[src/rtl/logic_stream_unit_pkg.sv]
// Shared definitions for logic_stream_unit: operation codes and op-select width.
package logic_stream_unit_pkg;

  localparam int unsigned OP_W = 3;

  typedef enum logic [OP_W-1:0] {
    OP_AND    = 3'd0,
    OP_OR     = 3'd1,
    OP_XOR    = 3'd2,
    OP_NAND   = 3'd3,
    OP_NOR    = 3'd4,
    OP_XNOR   = 3'd5,
    OP_NOT_A  = 3'd6,
    OP_OR_ACC = 3'd7
  } op_e;

endpackage

[src/rtl/logic_stream_unit_op_comb.sv]
// logic_op_comb: pure combinational WIDTH-bit bitwise function y = f(op, a, b).
// Ports: op (operation select), a/b (operands), y_c (result).
// OR_ACC passes a through; folding with the accumulator happens in the top.
module logic_op_comb
  import logic_stream_unit_pkg::*;
#(
  parameter int unsigned WIDTH = 16
) (
  input  logic [OP_W-1:0]  op,
  input  logic [WIDTH-1:0] a,
  input  logic [WIDTH-1:0] b,
  output logic [WIDTH-1:0] y_c
);

  always_comb begin
    y_c = '0;
    case (op_e'(op))
      OP_AND:    y_c = a & b;
      OP_OR:     y_c = a | b;
      OP_XOR:    y_c = a ^ b;
      OP_NAND:   y_c = ~(a & b);
      OP_NOR:    y_c = ~(a | b);
      OP_XNOR:   y_c = ~(a ^ b);
      OP_NOT_A:  y_c = ~a;
      OP_OR_ACC: y_c = a;
      default:   y_c = '0;
    endcase
  end

endmodule

[src/rtl/logic_stream_unit.sv]
// logic_stream_unit: registered WIDTH-bit bitwise logic unit on a valid/ready
// stream, with an OR-accumulate op that folds a multi-beat packet into one result.
// Ports: clk, reset (sync, active-high); in_valid/in_ready/in_a/in_b/in_op/in_last
// input stream; out_valid/out_ready/out_/out_any/out_count output stream.
module logic_stream_unit
  import logic_stream_unit_pkg::*;
#(
  parameter int unsigned WIDTH   = 16,
  parameter int unsigned COUNT_W = 8
) (
  input  logic               clk,
  input  logic               reset,
  input  logic               in_valid,
  output logic               in_ready,
  input  logic [WIDTH-1:0]   in_a,
  input  logic [WIDTH-1:0]   in_b,
  input  logic [OP_W-1:0]    in_op,
  input  logic               in_last,
  output logic               out_valid,
  input  logic               out_ready,
  output logic [WIDTH-1:0]   out_,
  output logic               out_any,
  output logic [COUNT_W-1:0] out_count
);

  localparam logic [COUNT_W-1:0] CNT_MAX = '1;

  logic               out_valid_q, out_valid_d;
  logic [WIDTH-1:0]   out_q, out_d;
  logic               out_any_q, out_any_d;
  logic [COUNT_W-1:0] out_count_q, out_count_d;
  logic [WIDTH-1:0]   acc_q, acc_d;
  logic [COUNT_W-1:0] cnt_q, cnt_d;

  logic [WIDTH-1:0]   op_y;
  logic [COUNT_W-1:0] cnt_inc;
  logic               accept;
  logic               is_acc;

  logic_op_comb #(.WIDTH(WIDTH)) u_op (
    .op  (in_op),
    .a   (in_a),
    .b   (in_b),
    .y_c (op_y)
  );

  // Combinational ready: the output slot is free or is being drained this cycle.
  assign in_ready = ~reset && (~out_valid_q || out_ready);
  assign accept   = in_valid && in_ready;
  assign is_acc   = (op_e'(in_op) == OP_OR_ACC);
  assign cnt_inc  = (cnt_q == CNT_MAX) ? cnt_q : cnt_q + COUNT_W'(1);

  // Next-state: drain, then load a result or fold into the accumulator.
  always_comb begin
    out_valid_d = out_valid_q;
    out_d       = out_q;
    out_any_d   = out_any_q;
    out_count_d = out_count_q;
    acc_d       = acc_q;
    cnt_d       = cnt_q;

    if (out_valid_q && out_ready) out_valid_d = 1'b0;

    if (accept) begin
      if (is_acc) begin
        if (in_last) begin
          out_valid_d = 1'b1;
          out_d       = acc_q | in_a;
          out_count_d = cnt_inc;
          acc_d       = '0;
          cnt_d       = '0;
        end else begin
          acc_d = acc_q | in_a;
          cnt_d = cnt_inc;
        end
      end else begin
        // Non-accumulate ops pass through an open packet without touching acc/cnt.
        out_valid_d = 1'b1;
        out_d       = op_y;
        out_count_d = COUNT_W'(1);
      end
      out_any_d = |out_d;
    end
  end

  always_ff @(posedge clk) begin
    if (reset) begin
      out_valid_q <= 1'b0;
      out_q       <= '0;
      out_any_q   <= 1'b0;
      out_count_q <= '0;
      acc_q       <= '0;
      cnt_q       <= '0;
    end else begin
      out_valid_q <= out_valid_d;
      out_q       <= out_d;
      out_any_q   <= out_any_d;
      out_count_q <= out_count_d;
      acc_q       <= acc_d;
      cnt_q       <= cnt_d;
    end
  end

  assign out_valid = out_valid_q;
  assign out_      = out_q;
  assign out_any   = out_any_q;
  assign out_count = out_count_q;

endmodule

[config.mk]
export PLATFORM = sky130hd
export DESIGN_NAME = logic_stream_unit
export DESIGN_NICKNAME = d
export VERILOG_FILES = /design/src/rtl/logic_stream_unit_pkg.sv /design/src/rtl/logic_stream_unit_op_comb.sv /design/src/rtl/logic_stream_unit.sv
export SDC_FILE = /design/constraint.sdc
export NUM_CORES = 1
export LEC_CHECK = 0
export CAP_MARGIN = 20
export CORE_UTILIZATION = 55
export DETAILED_ROUTE_END_ITERATION = 12
export GPL_ROUTABILITY_DRIVEN = 1
export PLACE_DENSITY_LB_ADDON = 0.08
export REMOVE_ABC_BUFFERS = 1
export SLEW_MARGIN = 20
export SYNTH_ARGS = -nofsm -noshare
export SYNTH_HDL_FRONTEND = slang
export SYNTH_SLANG_ARGS = --single-unit
[constraint.sdc]
create_clock -name clk -period 3.35 [get_ports clk]
set_input_delay 0.67 -clock clk [delete_from_list [all_inputs] [get_ports clk]]
set_output_delay 0.67 -clock clk [all_outputs]
set_load 0.05 [all_outputs]
# Yosys cells after proc, flatten, opt, wreduce, memory -nomap -nowiden

Cells that the tools add are included.
Widths: inputs -> output; s select.

Add/subtract/negate cells: 1
Equal/unequal tests: 9
Muxes and demuxes: 13
Bitwise operators: 10
Reductions and logical operators: 8

Operators with widths:

| operator            | number |
|---|---|
| $pmux 16 s7         | 1 |
| $mux 16             | 4 |
| $not 16->16         | 4 |
| $mux 8              | 4 |
| $or 16x16->16       | 2 |
| $and 16x16->16      | 1 |
| $reduce_or 16->1    | 1 |
| $xor 16x16->16      | 1 |
| $eq 3x3->1 const B  | 4 |
| $add 8x1->8 const B | 1 |
| $eq 8x8->1 const B  | 1 |
| $eq 3x2->1 const B  | 2 |
| $mux 1              | 4 |
| $reduce_and 2->1    | 2 |
| $eq 3x1->1 const B  | 1 |
| $logic_and 1x1->1   | 3 |
| $logic_not 3->1     | 1 |
| $ne 2x2->1 const B  | 1 |
| $not 1->1           | 2 |
| $logic_or 1x1->1    | 1 |

Register bits after elaboration: 50
Input bits: 40
Output and inout port bits: 27
Word-level logic and storage cells: 47

# Longest topological paths before layout

Gate-level depths: netlist (run 1).

Depth in word-level cells: 6
Mapped depth: 10
Mapped depth without buffers: 8

# Cells and area by module

Synthesis (run 1) repeated with hierarchy kept, for this count alone.

Cell total of the unflattened synthesis: 516
Area total of the unflattened synthesis: 4,031.4 um^2

Modules (own cells, without submodules):

| module            | times used | cells an instance | area each (um^2) | seq. area each (um^2) |
|---|---|---|---|---|
| logic_stream_unit | 1          | 288               | 2,324.7          | 1,001.0 |
| logic_op_comb     | 1          | 228               | 1,706.6          | 0.0 |

# Least setup slack after synthesis (run 1)

OpenSTA, ideal clock, no wires.

Kind: input -> output
Start point: input port reset
End point: output port in_ready
Data arrival time: 1.873 ns
Data required time: 2.680 ns
Path slack: 0.807 ns
Stages on the path: 5
Buffers on the path: 3
Cells stage by stage: buf_4 inv_2 clkbuf_1 clkbuf_1 and2_1

Word-level cells in the longest chain between the ends: 2

RTL lines:

| item               | line                    | text |
|---|---|---|
| start: declaration | logic_stream_unit.sv:12 | `input logic reset,` |
| $not 1->1          | logic_stream_unit.sv:48 | `assign in_ready = ~reset && (~out_valid_q \|\| out_ready);` |
| $logic_and 1x1->1  | logic_stream_unit.sv:48 |  |
| end: declaration   | logic_stream_unit.sv:14 | `output logic in_ready,` |

Every way passes these cells.

# Worst setup path in the final report (run 1)

Start point: input port in_op[2]
End point: register out_any_q (netlist: out_any)

Word-level cells in the longest chain between the ends: 5
Elaborated cells on any way between the ends: 12
Those cells by class: eq/ne (7); mux (3); reduce/logical (2)

RTL lines:

| item                               | line                            | text |
|---|---|---|
| start: declaration                 | logic_stream_unit.sv:17         | `input logic [OP_W-1:0] in_op,` |
| $eq 3x3->1 (tied with other cells) | logic_stream_unit_op_comb.sv:17 | `case (op_e'(op))` |
| $pmux 16 s7                        | logic_stream_unit_op_comb.sv:17 |  |
| $mux 16 (*)                        | logic_stream_unit.sv:65         | `if (is_acc) begin` |
| $mux 16 (*)                        | logic_stream_unit.sv:64         | `if (accept) begin` |
| $reduce_or 16->1 (*)               | logic_stream_unit.sv:82         | `out_any_d = \|out_d;` |
| end signal: assignment             | logic_stream_unit.sv:97         | `out_any_q <= out_any_d;` |
| end: declaration                   | logic_stream_unit.sv:30         | `logic out_any_q, out_any_d;` |

Every way passes the cells marked *; elsewhere a longest branch is shown, timed or not. The select of a mux whose other input is x is not followed.
A chain may end at the register's enable or synchronous reset.

==> results of run 1 <==
-- area by class of cell --
| class | count | share of cell area [%] |
|---|---|---|
| Inverter | 38 | 3.05 |
| Clock inverter | 3 | 1.02 |
| Sequential cell | 50 | 21.4 |
| Tap cell | 96 | 2.57 |
| Timing Repair Buffer | 79 | 17.2 |
| Multi-Input combinational cell | 375 | 53.3 |
| Clock buffer | 5 | 1.47 |
-- sequential cells by signal, summed over array words and instances, names as in the netlist --
register / cells
out_valid: 1
acc_q: 16
out_any: 1
out_count: 8
out_: 16
cnt_q: 8
-- stage by stage --
stage	cell area (um2)	std cells	setup WS (ns)	utilization, %	power [mW]
detailed placement	4560	638	0.346	67.2	1.14
CTS	4680	646	0.663	68.9	1.60
finish	4680	646	0.634	68.9	1.61
floorplan	3640	463	1.07	-	0.935
global route	4680	646	0.533	68.9	1.67
global placement	4560	638	0.403	67.2	1.13
-- report_power, final --
part           internal [mW]  switching [mW]  total (mW)  leakage (nW)
combinational          0.207           0.293       0.500          1.44
clock                  0.228           0.238       0.467        0.0591
sequential             0.619          0.0195       0.639         0.407
-- cell families (layout without fill, tap and decap cells) --
group,count (synthesis),count (layout),share of synthesized area [%]
AND/OR/NAND/NOR,173,173,22.6
AO/OA/AOI/OAI,153,153,26.9
buffers and inverters,74,125,9.73
flip-flops,50,50,25.8
adder cells (fa/ha/maj),33,33,10.7
multiplexers,12,12,3.42
XOR/XNOR,4,4,0.905
-- worst min-delay path by stage --
stage | cells past startpoint | endpoint | start
4_1_cts | 2 | out_[8] | out_[8]
6_report | 2 | out_[8] | out_[8]
3_3_place_gp | 2 | acc_q[3] | acc_q[3]
3_5_place_dp | 2 | acc_q[13] | acc_q[13]
2_1_floorplan | 2 | acc_q[0] | acc_q[0]
5_1_grt | 2 | out_[8] | out_[8]
-- critical path, delay by kind of cell --
kind / cells / cell delay, ns
AOI/OAI and AO/OA: 4 / 0.94
buffers and inverters: 2 / 0.75
and+or+nand+nor: 2 / 0.54
-- Yosys cell counts (all sizes together), types with 4 or more instances --
| library cell | instances |
|---|---|
| inv | 37 |
| nand2b | 17 |
| a21oi | 47 |
| clkbuf | 11 |
| a221oi | 5 |
| mux2 | 10 |
| nor2b | 9 |
| or2 | 4 |
| o21ai | 32 |
| a211oi | 5 |
| o22ai | 15 |
| and2 | 6 |
| dfxtp | 50 |
| ha | 33 |
| nor3b | 4 |
| nor2 | 72 |
| a2111oi | 4 |
| a22oi | 13 |
| a31o | 5 |
| nand2 | 28 |
| buf | 25 |
| nor3 | 9 |
| nand3 | 14 |
-- routing by layer --
layer | GRT usage (%) | up-vias | wire (um)
met4 | 11.5 | 0 | 251
met2 | 47.5 | 138 | 4880
met1 | 35.3 | 1764 | 4430
li1 | - | 1859 | -
met3 | 4.72 | 24 | 676
met5 | 0 | - | 0
==> impl_metrics.py, run 1 <==
metrics = {
    "sta": {
        "hold_slack_ns": 0.474,
        "finalHoldViolCount": 0,
        "tightest_slew_ns": 0.512,
        "maxSlewHeadroom_pct": 65.8,
        "fin_setup_tns_ns": 0,
        "drv_slew": 0,
        "fmax_mhz": 368,
        "skew_ns": 0.00725,
        "period_needed_ns": 2.72,
        "rsz0062_at_grt": "no",
        "fin_crit_sh_pct": 81.1,
        "setup_violations": 0,
    },
    "global_routing": {
        "grt-ovfl-total": 0,
        "grt_max_degree": 56,
        "grt_antenna_before_repair": 0,
        "track_usage_pct": 28.0,
        "grt_pass1_vias": 3572,
        "grt_pass1_wl_mm": 16.6,
    },
    "power_and_ir_drop": {
        "p_per_area_nw_per_um2": 343,
        "leakage_nw": 1.90,
        "vdd_drop_max_v": 0.000231,
    },
    "setup_path": {
        "path_cells": "clkdlybuf4s50_1 > buf_12 > nand2b_2 > o22ai_1 > a2111oi_1 > o21ai_1 > nor4_2 > a31oi_1",
        "ff2ff_path_depth": 6,
        "worstPathArrival_ns": 2.91,
        "slowest_delay_ns": 0.54,
        "worstPathMaxFanout": 55,
        "startpoint": "in_op[2]",
        "r2r_setup_slack_ns": 1.51,
        "cp-start-kind": "input pin",
        "setup.worst_path.end_class": "flip-flop",
        "endpoint": "out_any",
        "cpMaxStageDelayCell": "a2111oi_1",
        "crit_required_ns": 3.55,
        "r2r_end": "cnt_q[1]",
        "critical_path_class": "in2reg",
        "timing.rr.start": "cnt_q[0]",
    },
    "clock_network": {
        "clk_pin_slew_worst_paths_ns": 0.10,
        "clock_sinks": 50,
        "clk_path_buf_depth": 2,
        "clkLatencyLatePin_ns": 0.32,
        "cts_hold_buf": 0,
        "htreeDepth": 2,
        "post_cts_buffers": 0,
        "cts_inserted_buffers": 5,
        "cts-root-buf": "clkbuf_8",
        "cts_tree": "built",
        "cts_resized": 0,
    },
    "final_layout": {
        "area_delta_synth_final_pct": 20.9,
        "fillers": 601,
        "mostFrequentLayoutCells": "65 x clkdlybuf4s50_1, 61 x nor2_1, 50 x dfxtp_1",
        "fin_nets": 622,
        "final_common_cell": "clkdlybuf4s50_1",
        "ff_latch_area_um2": 1000,
        "diodes": 0,
        "multi_input_area_um2": 2490,
        "final_layout_size_suffix_gt1_share_pct": 12.4,
    },
    "detailed_routing": {
        "vias": 3785,
        "drt_wl_total_mm": 10.2,
        "firstDrtPassIters": 5,
        "avgRoutedWirePerCell_um": 15.8,
        "viasPerCell": 5.86,
        "drc": 0,
        "initialDrtViolationCount": 325,
        "drt.antenna.violating_nets": 0,
    },
    "floorplanning": {
        "core_region_area_um2": 6790,
        "fp.dieW_um": 85.9,
        "die_h_um": 85.9,
        "die_area_um2": 7380,
        "fp-row-count": 30,
        "pin_count": 67,
        "start_util_pct": 57.0,
    },
    "yosys": {
        "netlist_area_um2": 3870,
        "yosys_warnings": 0,
        "synth_cells": 499,
        "synth_top_cell_by_area": "dfxtp_1",
        "ys_ff_latch": 50,
        "yosysSeqAreaShare_pct": 25.8,
        "yosys-top-cells-area": "dfxtp_1 26%, ha_1 11%, a21oi_1 6.1%",
        "netlist.area_leader.share_pct": 25.8,
        "syn_avg_cell_area_um2": 7.76,
        "async_flop_share_pct": 0,
        "synth_cell_types": 67,
        "synth_edf_count": 0,
        "synth_flop_cell": "dfxtp_1",
    },
    "placement": {
        "dp_hpwl_mm": 7.20,
        "io_buffers": 66,
        "gp_congestion": 0.894,
    },
    "run_status": {
        "status": "complete, no violations",
    },
    "run": {
        "drv_cap": 0,
    },
    "min_path": {
        "hp-class": "reg2reg",
    },
}
Power figures use the tool's default switching activity.
==> run 2, diff against run 1 <==
Settings changed: CORE_UTILIZATION 55 to 54.
Clock period 3.35 ns to 2.85 ns, I/O delays scaled along.
==> run 2 against run 1 <==
Net effect: final area grew 2.4%; final cell count grew 2.3%; combinational power grew 19%; clock-buffer cell count is the same; power grew 18%; critical endpoint unchanged.
==> impl_metrics.py, run 2 (synthesis results as in run 1) <==
metrics = {
    "power_and_ir_drop": {
        "p_clk_share_pct": 28.7,
        "p_per_area_nw_per_um2": 394,
        "combPwrFrac_pct": 31.6,
        "power_switching_mw": 0.640,
        "leakage_nw": 1.97,
        "p_int_mw": 1.25,
        "netSwitchingFraction_pct": 33.9,
        "seq_power_share_pct": 39.7,
        "vdd_drop_max_v": 0.000283,
    },
    "clock_network": {
        "clkLatencyLatePin_ns": 0.32,
        "htreeDepth": 2,
        "cts_inserted_buffers": 5,
        "clock_sinks": 50,
        "clk_pin_slew_worst_paths_ns": 0.11,
        "cts_resized": 0,
        "clk_path_buf_depth": 2,
        "cts_tree": "built",
        "post_cts_buffers": 0,
        "cts_hold_buf": 0,
        "cts-root-buf": "clkbuf_8",
    },
    "sta": {
        "fin_crit_sh_pct": 87.9,
        "drv_slew": 0,
        "tightest_slew_ns": 0.529,
        "finalHoldViolCount": 0,
        "skew_ns": 0.00695,
        "fin_setup_tns_ns": 0,
        "maxSlewHeadroom_pct": 64.7,
        "hold_slack_ns": 0.480,
        "rsz0062_at_grt": "no",
        "period_needed_ns": 2.50,
        "fmax_mhz": 399,
        "setup_violations": 0,
    },
    "final_layout": {
        "fillers": 608,
        "area_delta_synth_final_pct": 23.8,
        "mostFrequentLayoutCells": "65 x clkdlybuf4s50_1, 61 x nor2_1, 50 x dfxtp_1",
        "final_layout_size_suffix_gt1_share_pct": 14.7,
        "fin_nets": 637,
        "final_common_cell": "clkdlybuf4s50_1",
        "diodes": 0,
    },
    "global_routing": {
        "grt_pass1_vias": 3546,
        "grt-ovfl-total": 0,
        "grt_max_degree": 36,
        "grt_pass1_wl_mm": 16.3,
        "track_usage_pct": 27.4,
        "grt_antenna_before_repair": 0,
    },
    "setup_path": {
        "cpMaxStageDelayCell": "clkdlybuf4s50_1",
        "cp-start-kind": "input pin",
        "critical_path_class": "in2reg",
        "startpoint": "in_a[7]",
        "worstPathArrival_ns": 2.71,
        "slowest_delay_ns": 0.48,
        "worstPathMaxFanout": 2,
        "timing.rr.start": "cnt_q[0]",
        "path_cells": "clkdlybuf4s50_1 > inv_1 > ha_1 > nor2b_1 > o311a_1 > o311ai_2 > o21ai_1 > nor4_2 > a31oi_1",
        "setup.worst_path.end_class": "flip-flop",
        "crit_required_ns": 3.05,
    },
    "detailed_routing": {
        "vias": 3867,
        "initialDrtViolationCount": 236,
        "drt.antenna.violating_nets": 0,
        "drc": 0,
        "viasPerCell": 5.85,
        "drt_wl_total_mm": 10.1,
        "avgRoutedWirePerCell_um": 15.2,
        "firstDrtPassIters": 5,
    },
    "placement": {
        "dp_hpwl_mm": 7.21,
        "io_buffers": 66,
        "gp_congestion": 0.865,
    },
    "run_status": {
        "status": "complete, no violations",
    },
    "floorplanning": {
        "fp.dieW_um": 86.7,
        "core_region_area_um2": 6870,
        "die_area_um2": 7510,
        "fp-row-count": 30,
        "die_h_um": 86.7,
        "start_util_pct": 56.4,
        "pin_count": 67,
    },
    "min_path": {
        "min_from": "acc_q[5]",
        "hp-class": "reg2reg",
    },
    "run": {
        "drv_cap": 0,
    },
}
[run 2: cell count changes in the layout (fill, tap and decap cells not counted), sizes merged]
cell	delta
clkinv	+1
inv	-1
buf	+15
[run 2: layout make-up]
type | instances | area [um2] | area share [%]
flip-flops and latches | 50 | 1000 | 20.9
well taps | 96 | 120 | 2.51
multi-input cells | 375 | 2490 | 52.0
inverters | 38 | 143 | 2.98
clock buffers | 5 | 68.8 | 1.44
repair buffers | 94 | 918 | 19.2
clock inverters | 3 | 47.5 | 0.992
[run 2: per-layer routing]
layer  track usage [%]  wire, um
met1              35.3      4360
met2              46.7      4940
met3              3.81       562
met4              10.2       201
met5                 0         0
[run 2: per-stage QoR]
step | instance area (um2) | total power [mW] | instances | setup WS, ns | util [%]
3_3_place_gp | 4680 | 1.34 | 653 | 0.0666 | 68.1
4_1_cts | 4790 | 1.89 | 661 | 0.367 | 69.8
3_5_place_dp | 4680 | 1.35 | 653 | 0.0301 | 68.1
5_1_grt | 4790 | 1.98 | 661 | 0.209 | 69.8
2_1_floorplan | 3640 | 1.10 | 463 | 0.669 | -
6_report | 4790 | 1.89 | 661 | 0.346 | 69.8
[run 2: worst paths after layout]
path	endpoint	slack, ns	cells after the start
setup / recovery	out_any	0.35	9
hold / removal	acc_q[5]	0.48	2
setup reg to reg	cnt_q[1]	1.00	6
hold reg to reg	acc_q[5]	0.48	2
[run 2: critical path: cells and delay by family]
kind,cells,cell delay (ns)
buffers and inverters,2,0.53
adders and majority gates,1,0.31
AOI/OAI and AO/OA,4,0.88
and+or+nand+nor,2,0.43
[run 2: power groups by stage]
stage | clock, mW | sequential (mW) | combinational (mW)
after floorplan | 0 | 0.851 | 0.248
after global placement | 0 | 0.765 | 0.579
after detailed placement | 0 | 0.765 | 0.589
after CTS | 0.553 | 0.749 | 0.592
after global routing | 0.578 | 0.754 | 0.644
final | 0.543 | 0.750 | 0.596
==> run 3, diff against run 2 <==
--- a/config.mk
+++ b/config.mk
@@ -11,5 +11,5 @@
 export GPL_ROUTABILITY_DRIVEN = 1
 export PLACE_DENSITY_LB_ADDON = 0.08
-export REMOVE_ABC_BUFFERS = 1
+export RECOVER_POWER = 25
 export SLEW_MARGIN = 20
 export SYNTH_ARGS = -nofsm -noshare
==> constraint.sdc (replaced) <==
create_clock -name clk -period 2.85 [get_ports clk]
set_input_delay 0.57 -clock clk [delete_from_list [all_inputs] [get_ports clk]]
set_output_delay 0.57 -clock clk [all_outputs]
set_load 0.005 [all_outputs]
==> run 3 against run 2 <==
Net effect: power decreased by 8.1%; global-route usage increased by 1.2 points; sequential cell count unchanged; final cell count increased by 2.1%; combinational power decreased by 13%; sequential power about the same; critical path depth unchanged; final area increased by 1.1%; sequential share of layout area decreased by 0.22 points; worst hold slack about the same; non-clock buffer count increased by 14; critical endpoint unchanged.
==> impl_metrics.py, run 3 (synthesis results as in run 1) <==
metrics = {
    "floorplanning": {
        "fp.dieW_um": 86.7,
        "die_area_um2": 7510,
        "start_util_pct": 56.4,
        "pin_count": 67,
        "die_h_um": 86.7,
        "fp-row-count": 30,
        "core_region_area_um2": 6870,
    },
    "detailed_routing": {
        "drt.antenna.violating_nets": 0,
        "vias": 3935,
        "initialDrtViolationCount": 273,
        "avgRoutedWirePerCell_um": 15.7,
        "drc": 0,
        "firstDrtPassIters": 5,
        "viasPerCell": 5.83,
        "drt_wl_total_mm": 10.6,
    },
    "global_routing": {
        "grt_antenna_before_repair": 0,
        "grt_pass1_wl_mm": 17.1,
        "grt-ovfl-total": 0,
        "track_usage_pct": 28.7,
        "grt_pass1_vias": 3643,
        "grt_max_degree": 36,
    },
    "placement": {
        "gp_congestion": 0.973,
        "placed_area_um2": 4750,
        "io_buffers": 66,
        "dp_slack_ns": -0.00305,
        "numPlacedInstances": 667,
        "dp_hpwl_mm": 8.05,
    },
    "setup_path": {
        "crit_required_ns": 3.06,
        "setup.worst_path.end_class": "flip-flop",
        "worstPathMaxFanout": 8,
        "worstPathArrival_ns": 2.75,
        "cp-start-kind": "input pin",
        "critical_path_class": "in2reg",
    },
    "clock_network": {
        "clkLatencyLatePin_ns": 0.32,
        "clk_path_buf_depth": 2,
        "cts_tree": "built",
        "cts_inserted_buffers": 5,
        "htreeDepth": 2,
        "clock_sinks": 50,
        "cts_resized": 0,
        "cts-root-buf": "clkbuf_8",
        "post_cts_buffers": 0,
        "cts_hold_buf": 0,
        "clk_pin_slew_worst_paths_ns": 0.11,
    },
    "sta": {
        "rsz0062_at_grt": "no",
        "fin_ws_ns": 0.312,
        "maxSlewHeadroom_pct": 67.7,
        "finalHoldViolCount": 0,
        "hold_slack_ns": 0.480,
        "setup_violations": 0,
        "drv_slew": 0,
        "fmax_mhz": 394,
        "tightest_slew_ns": 0.483,
        "fin_crit_sh_pct": 89.0,
        "period_needed_ns": 2.54,
        "skew_ns": 0.0102,
    },
    "final_layout": {
        "fin_nets": 651,
        "layoutNonFillerInstCount": 675,
        "fin_area_um2": 4840,
        "diodes": 0,
        "final_layout_size_suffix_gt1_share_pct": 16.6,
        "area_delta_synth_final_pct": 25.1,
        "final_common_cell": "nor2_1",
        "mostFrequentLayoutCells": "61 x nor2_1, 50 x dfxtp_1, 47 x a21oi_1, 47 x clkdlybuf4s50_1, 41 x buf_4",
        "fillers": 611,
    },
    "power_and_ir_drop": {
        "leakage_nw": 2.07,
        "vdd_drop_max_v": 0.000206,
        "p_per_area_nw_per_um2": 358,
        "finalPower_mw": 1.74,
    },
    "run": {
        "drv_cap": 0,
    },
    "yosys": {
        "synth.net_count": 572,
    },
    "min_path": {
        "hp-class": "reg2reg",
    },
    "run_status": {
        "status": "complete, no violations",
    },
}
[run 3: cell types whose count changed in the layout (fill, tap and decap cells not counted), sizes merged]
cell and delta:
bufinv -1, buf +13, inv +1, clkdlybuf4s50 -18, dlygate4sd3 +19
[run 3: report_power, final]
group	switching (mW)	total, mW	internal [mW]
Clock	0.282	0.467	0.185
Sequential	0.0218	0.750	0.728
Combinational	0.259	0.519	0.260
[run 3: path summary, 6_finish.rpt]
| path | start | endpoint | slack (ns) | cells after the start |
|---|---|---|---|---|
| setup / recovery | in_op[2] | out_any | 0.31 | 9 |
| hold reg to reg | acc_q[11] | acc_q[11] | 0.48 | 2 |
| setup reg to reg | cnt_q[0] | cnt_q[1] | 0.97 | 6 |
| hold / removal | acc_q[11] | acc_q[11] | 0.48 | 2 |
[run 3: metal layers]
| metal | vias up | share of wire [%] | global-route usage [%] |
|---|---|---|---|
| li1 | 1924 | - | - |
| met1 | 1836 | 44 | 37.5 |
| met2 | 159 | 48 | 49.3 |
| met3 | 16 | 6.3 | 4.48 |
| met4 | 0 | 1.1 | 7.27 |
| met5 | - | 0 | 0 |
[run 3: metrics by stage]
stage | util, % | TNS [ns]
after floorplan | - | 0
after global placement | 69.1 | 0
after detailed placement | 69.1 | -0.00305
after CTS | 70.5 | 0
after global routing | 70.5 | 0
final | 70.5 | 0
[run 3: critical path, cell delays in order]
cell and delay, ns:
clkdlybuf4s50_1 0.59, buf_4 0.24, nand2b_1 0.17, o22ai_1 0.11
a2111oi_1 0.43, buf_4 0.19, o221ai_1 0.15, nor4_2 0.18
a31oi_1 0.11
[run 3: final cells by class]
type | instances | area (um2) | share of cell area (%)
multi-input combinational | 375 | 2490 | 51.5
sequential | 50 | 1000 | 20.7
timing repair buffer | 108 | 988 | 20.4
inverter | 38 | 143 | 2.94
tap | 96 | 120 | 2.48
clock buffer | 5 | 68.8 | 1.42
clock inverter | 3 | 28.8 | 0.594
